==> config.mk <==
export PLATFORM = sky130hd
export DESIGN_NAME = pf_lpddr3_dll_ctrl
export DESIGN_NICKNAME = d
export VERILOG_FILES = /design/src/rtl/pf_lpddr3_dll_ctrl_pkg.sv /design/src/rtl/pf_lpddr3_dll_sync.sv /design/src/rtl/pf_lpddr3_dll_ctrl.sv
export SDC_FILE = /design/constraint.sdc
export NUM_CORES = 1
export LEC_CHECK = 0
export ABC_AREA = 0
export BUFFER_PORTS_ARGS = -buffer_cell sky130_fd_sc_hd__buf_2
export CORE_MARGIN = 5
export CORE_UTILIZATION = 55
export CTS_BUF_LIST = sky130_fd_sc_hd__clkbuf_4
export DETAILED_ROUTE_END_ITERATION = 16
export PLACE_DENSITY = 0.78
export SLEW_MARGIN = 40
export SYNTH_ARGS = -nofsm -noshare
export SYNTH_HDL_FRONTEND = slang
export SYNTH_SLANG_ARGS = --single-unit
==> constraint.sdc <==
create_clock -name CLK -period 2.2 [get_ports CLK]
set_clock_uncertainty 0.1 [all_clocks]
set_input_delay 0.22 -clock CLK [delete_from_list [all_inputs] [get_ports CLK]]
set_output_delay 0.22 -clock CLK [all_outputs]
set_load 0.02 [all_outputs]
==> src/rtl/pf_lpddr3_dll_ctrl_pkg.sv <==
// Shared types and defaults for the LPDDR3 DLL sequencing controller.
// Counter widths are sized so each counter can hold its largest compared value.
package pf_lpddr3_dll_ctrl_pkg;

  typedef enum logic [2:0] {
    ST_IDLE,
    ST_PWRUP,
    ST_WAIT_LOCK,
    ST_UPDATE,
    ST_TRACK,
    ST_ERROR
  } dll_state_e;

  localparam int unsigned CODE_W            = 8;
  localparam int unsigned DEF_PWRUP_CYCLES  = 64;
  localparam int unsigned DEF_LOCK_TIMEOUT  = 4096;
  localparam int unsigned DEF_LOCK_FILTER   = 8;
  localparam int unsigned DEF_UPDATE_PERIOD = 1024;
  localparam int unsigned DEF_UPDATE_PULSE  = 4;

  // Bits needed to represent values 0..max_val inclusive.
  function automatic int unsigned cnt_w(input int unsigned max_val);
    return (max_val < 2) ? 1 : $clog2(max_val + 1);
  endfunction

endpackage

==> src/rtl/pf_lpddr3_dll_sync.sv <==
// Two-flop synchroniser for asynchronous status bits coming back from the DLL.
module pf_lpddr3_dll_sync #(
  parameter int unsigned WIDTH = 2
) (
  input  logic             clk_i,
  input  logic             srst_i,
  input  logic [WIDTH-1:0] async_i,
  output logic [WIDTH-1:0] sync_o
);

  logic [WIDTH-1:0] meta_q;
  logic [WIDTH-1:0] sync_q;

  always_ff @(posedge clk_i) begin
    if (srst_i) begin
      meta_q <= '0;
      sync_q <= '0;
    end else begin
      meta_q <= async_i;
      sync_q <= meta_q;
    end
  end

  assign sync_o = sync_q;

endmodule

==> src/rtl/pf_lpddr3_dll_ctrl.sv <==
// LPDDR3 PHY DLL sequencer: power-up, lock qualification, periodic/requested
// code updates gated by memory-controller hold, lock-loss and timeout handling.
module pf_lpddr3_dll_ctrl
  import pf_lpddr3_dll_ctrl_pkg::*;
#(
  parameter int unsigned PWRUP_CYCLES  = DEF_PWRUP_CYCLES,
  parameter int unsigned LOCK_TIMEOUT  = DEF_LOCK_TIMEOUT,
  parameter int unsigned LOCK_FILTER   = DEF_LOCK_FILTER,
  parameter int unsigned UPDATE_PERIOD = DEF_UPDATE_PERIOD,
  parameter int unsigned UPDATE_PULSE  = DEF_UPDATE_PULSE
) (
  input  logic              CLK,
  input  logic              RESET,
  input  logic              CTRL_EN,
  input  logic              UPDATE_REQ,
  input  logic              UPDATE_HOLD,
  input  logic              DLL_LOCK,
  input  logic              DLL_DELAY_DIFF,
  input  logic [CODE_W-1:0] DLL_CODE,
  output logic              DLL_POWERDOWN_N,
  output logic              DLL_CODE_UPDATE,
  output logic              READY,
  output logic [CODE_W-1:0] CODE_OUT,
  output logic              ERR_TIMEOUT,
  output logic [7:0]        RELOCK_CNT
);

  localparam int unsigned PW_W = cnt_w(PWRUP_CYCLES - 1);
  localparam int unsigned FL_W = cnt_w(LOCK_FILTER);
  localparam int unsigned TO_W = cnt_w(LOCK_TIMEOUT);
  localparam int unsigned PE_W = cnt_w(UPDATE_PERIOD - 1);
  localparam int unsigned UP_W = cnt_w(UPDATE_PULSE);

  dll_state_e        state_q, state_d;
  logic [PW_W-1:0]   pwr_cnt_q, pwr_cnt_d;
  logic [FL_W-1:0]   filt_cnt_q, filt_cnt_d;
  logic [TO_W-1:0]   to_cnt_q, to_cnt_d;
  logic [PE_W-1:0]   per_cnt_q, per_cnt_d;
  logic [UP_W-1:0]   upd_cnt_q, upd_cnt_d;
  logic              pend_q, pend_d;
  logic              hold_q, hold_d;
  logic              diff_prev_q, diff_prev_d;
  logic              pdn_q, pdn_d;
  logic              cu_q, cu_d;
  logic              ready_q, ready_d;
  logic [CODE_W-1:0] code_q, code_d;
  logic              err_q, err_d;
  logic [7:0]        relock_q, relock_d;

  logic [1:0] sync_s;
  logic       lock_s;
  logic       diff_s;
  logic       diff_rise;
  logic       per_tc;
  logic       trigger;

  pf_lpddr3_dll_sync #(.WIDTH(2)) u_sync (
    .clk_i  (CLK),
    .srst_i (RESET),
    .async_i({DLL_LOCK, DLL_DELAY_DIFF}),
    .sync_o (sync_s)
  );

  assign lock_s    = sync_s[1];
  assign diff_s    = sync_s[0];
  assign diff_rise = diff_s & ~diff_prev_q;
  assign per_tc    = (per_cnt_q == PE_W'(UPDATE_PERIOD - 1));
  assign trigger   = per_tc | UPDATE_REQ | diff_rise;

  always_comb begin
    state_d     = state_q;
    pwr_cnt_d   = pwr_cnt_q;
    filt_cnt_d  = filt_cnt_q;
    to_cnt_d    = to_cnt_q;
    per_cnt_d   = per_cnt_q;
    upd_cnt_d   = upd_cnt_q;
    pend_d      = pend_q;
    hold_d      = UPDATE_HOLD;
    diff_prev_d = diff_s;
    pdn_d       = pdn_q;
    cu_d        = cu_q;
    ready_d     = ready_q;
    code_d      = code_q;
    err_d       = err_q;
    relock_d    = relock_q;

    if (!CTRL_EN) begin
      state_d = ST_IDLE;
      pdn_d   = 1'b0;
      cu_d    = 1'b0;
      ready_d = 1'b0;
      pend_d  = 1'b0;
    end else begin
      unique case (state_q)
        ST_IDLE: begin
          state_d   = ST_PWRUP;
          pwr_cnt_d = '0;
          err_d     = 1'b0;
          relock_d  = '0;
          code_d    = '0;
        end
        ST_PWRUP: begin
          if (pwr_cnt_q == PW_W'(PWRUP_CYCLES - 1)) begin
            state_d    = ST_WAIT_LOCK;
            pdn_d      = 1'b1;
            filt_cnt_d = '0;
            to_cnt_d   = '0;
          end else begin
            pwr_cnt_d = pwr_cnt_q + PW_W'(1);
          end
        end
        ST_WAIT_LOCK: begin
          filt_cnt_d = lock_s ? filt_cnt_q + FL_W'(1) : '0;
          to_cnt_d   = to_cnt_q + TO_W'(1);
          // Lock acceptance takes priority over a coincident timeout.
          if (lock_s && (filt_cnt_d == FL_W'(LOCK_FILTER))) begin
            state_d   = ST_UPDATE;
            cu_d      = 1'b1;
            upd_cnt_d = '0;
            pend_d    = 1'b0;
            per_cnt_d = '0;
          end else if (to_cnt_d == TO_W'(LOCK_TIMEOUT)) begin
            state_d = ST_ERROR;
            err_d   = 1'b1;
            pdn_d   = 1'b0;
            ready_d = 1'b0;
          end
        end
        ST_UPDATE: begin
          // READY high here means the pulse was started from TRACK.
          if (ready_q && !lock_s) begin
            state_d    = ST_WAIT_LOCK;
            cu_d       = 1'b0;
            ready_d    = 1'b0;
            pend_d     = 1'b0;
            filt_cnt_d = '0;
            to_cnt_d   = '0;
            relock_d   = (relock_q == 8'hFF) ? relock_q : relock_q + 8'd1;
          end else if (upd_cnt_q == UP_W'(UPDATE_PULSE)) begin
            state_d = ST_TRACK;
            code_d  = DLL_CODE;
            ready_d = 1'b1;
          end else begin
            upd_cnt_d = upd_cnt_q + UP_W'(1);
            if (upd_cnt_q == UP_W'(UPDATE_PULSE - 1)) cu_d = 1'b0;
          end
        end
        ST_TRACK: begin
          if (!lock_s) begin
            state_d    = ST_WAIT_LOCK;
            ready_d    = 1'b0;
            pend_d     = 1'b0;
            filt_cnt_d = '0;
            to_cnt_d   = '0;
            relock_d   = (relock_q == 8'hFF) ? relock_q : relock_q + 8'd1;
          end else begin
            per_cnt_d = per_tc ? '0 : per_cnt_q + PE_W'(1);
            pend_d    = pend_q | trigger;
            // Hold release is honoured one cycle late; assertion blocks at once.
            if (pend_q && !hold_q && !UPDATE_HOLD) begin
              state_d   = ST_UPDATE;
              cu_d      = 1'b1;
              upd_cnt_d = '0;
              pend_d    = 1'b0;
              per_cnt_d = '0;
            end
          end
        end
        ST_ERROR: begin
          pdn_d   = 1'b0;
          ready_d = 1'b0;
          err_d   = 1'b1;
        end
        default: state_d = ST_IDLE;
      endcase
    end
  end

  always_ff @(posedge CLK) begin
    if (RESET) begin
      state_q     <= ST_IDLE;
      pwr_cnt_q   <= '0;
      filt_cnt_q  <= '0;
      to_cnt_q    <= '0;
      per_cnt_q   <= '0;
      upd_cnt_q   <= '0;
      pend_q      <= 1'b0;
      hold_q      <= 1'b0;
      diff_prev_q <= 1'b0;
      pdn_q       <= 1'b0;
      cu_q        <= 1'b0;
      ready_q     <= 1'b0;
      code_q      <= '0;
      err_q       <= 1'b0;
      relock_q    <= '0;
    end else begin
      state_q     <= state_d;
      pwr_cnt_q   <= pwr_cnt_d;
      filt_cnt_q  <= filt_cnt_d;
      to_cnt_q    <= to_cnt_d;
      per_cnt_q   <= per_cnt_d;
      upd_cnt_q   <= upd_cnt_d;
      pend_q      <= pend_d;
      hold_q      <= hold_d;
      diff_prev_q <= diff_prev_d;
      pdn_q       <= pdn_d;
      cu_q        <= cu_d;
      ready_q     <= ready_d;
      code_q      <= code_d;
      err_q       <= err_d;
      relock_q    <= relock_d;
    end
  end

  assign DLL_POWERDOWN_N = pdn_q;
  assign DLL_CODE_UPDATE = cu_q;
  assign READY           = ready_q;
  assign CODE_OUT        = code_q;
  assign ERR_TIMEOUT     = err_q;
  assign RELOCK_CNT      = relock_q;

endmodule

After elaboration in Yosys (flattened, before gate mapping)
Cells that the tools add are included.
- $add $sub $neg: 6
- equality and inequality tests: 29
- mux-type cells: 60
- bitwise gates (word level): 7
- reductions and logical operators: 30
- operators by type and width (kind ; count):
    case mux 13 bit (4 select lines) ; 1
    2-to-1 mux 10 bit ; 4
    2-to-1 mux 8 bit ; 5
    2-to-1 mux 13 bit ; 3
    2-to-1 mux 3 bit ; 12
    case mux 8 bit (3 select lines) ; 1
    != test 2 bit, second input constant ; 11
    case mux 10 bit (2 select lines) ; 1
    AND reduction 4 bit ; 5
    2-to-1 mux 1 bit ; 18
    case mux 3 bit (6 select lines) ; 1
    2-to-1 mux 4 bit ; 4
    case mux 4 bit (4 select lines) ; 1
    case mux 8 bit (2 select lines) ; 1
    != test 3 bit, second input constant ; 5
    AND reduction 5 bit ; 3
    adder 13 x 1 -> 13 bit, second input constant ; 1
    equality test 13 bit, second input constant ; 1
    case mux 1 bit (3 select lines) ; 4
    case mux 6 bit (2 select lines) ; 1
    nonzero test 3 bit ; 4
    adder 10 x 1 -> 10 bit, second input constant ; 1
    equality test 10 bit, second input constant ; 1
    equality test 3 x 2 -> 1 bit, second input constant ; 3
    25 further kinds ; 40
- bits in registers: 66
- bits of input ports: 15
- output and inout port bits: 20
- logic and storage cells: 149

Longest topological paths before layout
- depth after elaboration: 7
- gate-level depth with buffers: 8
- mapped depth without buffers: 8

Hierarchy
Synthesis repeated with hierarchy kept, for this count alone.
- cells, all modules: 458
- area, all modules: 3682.3 sq um
- modules (own cells, without submodules) (module ; times used ; cells each ; area each (sq um) ; seq. area each (sq um)):
    pf_lpddr3_dll_ctrl ; 1 ; 450 ; 3577.2 ; 1241.2
    pf_lpddr3_dll_sync ; 1 ; 8 ; 105.1 ; 80.1

Least setup slack after synthesis
No wires, ideal clock.
- path kind: register to register
- start: register filt_cnt_q[0]
- end: register per_cnt_q[6]
- setup time: 0.070 ns
- arrival time: 1.938 ns
- data required time: 2.030 ns
- path slack: 0.092 ns
- stages on the path, launching flop included: 8
- buffers on the path: 0
- period minus slack after synthesis: 2.108 ns
- path through: dfxtp_1 -> ha_1 -> xor2_1 -> nor3_2 -> nand3_2 -> a211o_1 -> or4_1 -> a21oi_1
- word-level cells in the longest chain between the ends: 6
- RTL lines (element ; RTL line ; source):
    start: declaration ; pf_lpddr3_dll_ctrl.sv:36 ; logic [FL_W-1:0] filt_cnt_q, filt_cnt_d;
    start signal: assignment ; pf_lpddr3_dll_ctrl.sv:199 ; filt_cnt_q <= filt_cnt_d;
    adder 4 x 1 -> 4 bit ; pf_lpddr3_dll_ctrl.sv:113 ; filt_cnt_d = lock_s ? filt_cnt_q + FL_W'(1) : '0;
    2-to-1 mux 4 bit ; pf_lpddr3_dll_ctrl.sv:113 ;
    equality test 4 bit ; pf_lpddr3_dll_ctrl.sv:116 ; if (lock_s && (filt_cnt_d == FL_W'(LOCK_FILTER))) begin
    logical AND 1 bit ; pf_lpddr3_dll_ctrl.sv:116 ;
    != test 2 bit (no source line) ; n/a ;
    AND reduction 4 bit (no source line) ; n/a ;
    end signal: assignment ; pf_lpddr3_dll_ctrl.sv:201 ; per_cnt_q <= per_cnt_d;
    end: declaration ; pf_lpddr3_dll_ctrl.sv:38 ; logic [PE_W-1:0] per_cnt_q, per_cnt_d;
No other way between the ends.
A chain may end at the register's enable or synchronous reset.

Worst setup path in the final report
- start: input UPDATE_HOLD
- end: register upd_cnt_q[2]
- word-level cells in the longest chain between the ends: 4
- RTL lines (element ; RTL line ; source):
    start: declaration ; pf_lpddr3_dll_ctrl.sv:16 ; input logic UPDATE_HOLD,
    logical NOT 1 bit ; pf_lpddr3_dll_ctrl.sv:160 ; if (pend_q && !hold_q && !UPDATE_HOLD) begin
    logical AND 1 bit ; pf_lpddr3_dll_ctrl.sv:160 ;
    != test 2 bit (no source line) ; n/a ;
    AND reduction 7 bit (no source line) ; n/a ;
    end signal: assignment ; pf_lpddr3_dll_ctrl.sv:202 ; upd_cnt_q <= upd_cnt_d;
    end: declaration ; pf_lpddr3_dll_ctrl.sv:39 ; logic [UP_W-1:0] upd_cnt_q, upd_cnt_d;
No other way between the ends.

==> impl_metrics.ini <==
[timing]
maxSlewViolCount = 0
max_slew.worst_pin.slew_ns = 0.572
hold_ws_ns = 0.180
max_freq_mhz = 466
final.setup.tns_ns = 0
fin_crit_sh_pct = 97.5
slew_headroom_pct = 61.9
finalSetupViolations = 0
finalHoldViolCount = 0
layout_min_cycle_time_ns = 2.14

[status]
status = complete, no violations

[final_layout]
fill_cells = 524
multi_input_area_mm2 = 0.00218
final_cells = 609
regArea_mm2 = 0.00133
nNetsFinal = 551
final_cell_mix = 60 x dfxtp_1, 52 x nor2_1, 48 x a21oi_1, 46 x buf_4, 39 x nand2_1
syn2layout_area_growth_pct = 22.5
num_antenna_cells = 0
drive_gt1_share_pct = 23.7
final_common_cell = dfxtp_1

[grt]
grtUsageTotal_pct = 21.4
grt_pass1_wl_um = 14900
grt_overflow = 0
grt_pass1_vias = 3243
grt_max_degree = 55
antenna_found_initial = 0

[setup_path]
cp-start-kind = input port
end_kind = flip-flop
critical_path_class = input port to flip-flop
worst-path-max-fanout = 4
cp.arrival_ns = 2.32
worstPathRequired_ns = 2.38

[clocking]
clock_latency_ns = 0.40
clockBufferDepth = 2
numCtsBuffers = 9
path_clk_slew_ns = 0.11
cts_root_buf = clkbuf_4
cts_tree = yes
cts.sinks = 66
htreeDepth = 3

[floorplanning]
initial_core_util_pct = 56.5
dieWidth_um = 90.6
rows = 29
die_area_mm2 = 0.00820
core_area_mm2 = 0.00631
dieHeight_um = 90.6
num_io_pins = 35

[yosys]
synth_area_mm2 = 0.00357
ys.flop_type = dfxtp_1
yosysUniqueCellTypes = 63
synthArstFlopShare_pct = 0
syn-num-nets = 471
yosysSeqAreaShare_pct = 37.0
avgSynthCellArea_um2 = 7.98
ys_ff_latch = 66
synth_warnings = 0
synthesis.instances = 447
synth-edff-count = 0

[detailed_routing]
wl_per_cell_um = 14.8
routed_wl_um = 8980
vias = 3549
drt_iter0_markers = 281
postRouteAntennaNets = 0
drt-pass1-iter-count = 5
detail_route.vias_per_cell = 5.83
remaining_drc_errors = 0

[placement]
hpwl_um = 6120
port_buffers = 34
globalplace.congestion = 0.901
dp.cells = 578

[power]
fin_total_pwr_mw = 2.12
p_per_area_mw_per_mm2 = 485
power_leakage_nw = 1.70
vdd_drop_max_v = 0.000424

[worst_hold_path]
hold_class = input port to flip-flop

[flow_run]
max_cap_violations = 0
-- metrics by stage --
stage | setup WS (ns) | utilization [%] | cell area [um2]
floorplan | 0.0920 | - | 3570
global placement | 0.0209 | 64.1 | 4050
detailed placement | -0.0557 | 64.1 | 4050
CTS | 0.00371 | 68.0 | 4290
global route | -0.0512 | 69.2 | 4370
finish | 0.0559 | 69.2 | 4370
-- Yosys cell counts (3+ instances only) --
cell / instances / share of area [%]
nor2_1: 53 / 5.6
and4_1: 3 / 0.74
xnor2_1: 3 / 0.74
buf_2: 6 / 0.84
or3_1: 8 / 1.4
and3_1: 10 / 1.8
or3b_1: 5 / 1.2
a31oi_1: 9 / 1.6
mux2i_1: 6 / 1.7
or4_1: 3 / 0.63
a211oi_1: 5 / 1.1
a311oi_1: 6 / 1.5
nand3b_1: 10 / 2.1
a21oi_1: 48 / 6.7
o21ai_0: 30 / 4.2
nand2_1: 39 / 4.1
inv_1: 5 / 0.53
clkbuf_1: 12 / 1.3
nor2b_1: 12 / 2.1
ha_1: 9 / 3.2
nand3_1: 23 / 3.2
nand2b_1: 5 / 0.88
nand4_1: 6 / 1.1
dfxtp_1: 66 / 37
nor3_1: 9 / 1.3
xor2_1: 6 / 1.5
-- flip-flops by register name, indices dropped and copies added (netlist names) --
register,count
to_cnt_q,13
per_cnt_q,10
CODE_OUT,8
RELOCK_CNT,8
pwr_cnt_q,6
filt_cnt_q,4
state_q,3
upd_cnt_q,3
u_sync.meta_q,2
u_sync.sync_o,2
DLL_CODE_UPDATE,1
DLL_POWERDOWN_N,1
ERR_TIMEOUT,1
READY,1
diff_prev_q,1
hold_q,1
pend_q,1
-- timing repair --
item	CTS	global route
endpoints found under the setup margin	2	24
pin swaps	0	7
resized for setup	3	17
setup buffers	1	3
endpoints found under the hold margin	11	0
hold buffers	11	0
-- cell families after synthesis --
kind of cell	count (synthesis)	synth area share, %
simple gates	204	30.9
compound gates	124	21.4
flops	66	37.0
buf+inv	29	3.58
xor+xnor	9	2.21
fa+ha+maj	9	3.16
mux	6	1.68
-- final timing paths --
check | start | end | slack, ns | cells past startpoint
max | UPDATE_HOLD | upd_cnt_q[2] | 0.06 | 8
min | UPDATE_REQ | pend_q | 0.18 | 4
max reg2reg | per_cnt_q[0] | per_cnt_q[6] | 0.09 | 7
min reg2reg | u_sync.meta_q[1] | u_sync.sync_o[1] | 0.35 | 1
-- cell type report --
cell class,instances,share of cell area (%)
Multi-Input combinational cell,352,50.0
Clock buffer,10,1.72
Inverter,7,0.601
Sequential cell,66,30.4
Clock inverter,6,0.773
Timing Repair Buffer,91,14.3
Tap cell,77,2.20
-- critical path: stages --
cell	delay (ns)
dlygate4sd3_1	0.54
buf_2	0.13
or3b_2	0.47
nand3_2	0.14
o21ai_0	0.17
a211oi_2	0.35
mux2i_1	0.25
nor2_1	0.06
-- metal layers --
metal	share of wire [%]	global-route usage (%)
met4	1.4	6.33
met5	0	0
met1	46	28.6
met3	4.9	4.75
met2	47	34.3
-- where the power goes --
group          switching (mW)  internal (mW)
sequential             0.0186           1.21
combinational           0.133         0.0954
clock                   0.428          0.235
total                   0.580           1.54
Note: power is estimated with default switching activity, not from simulation.
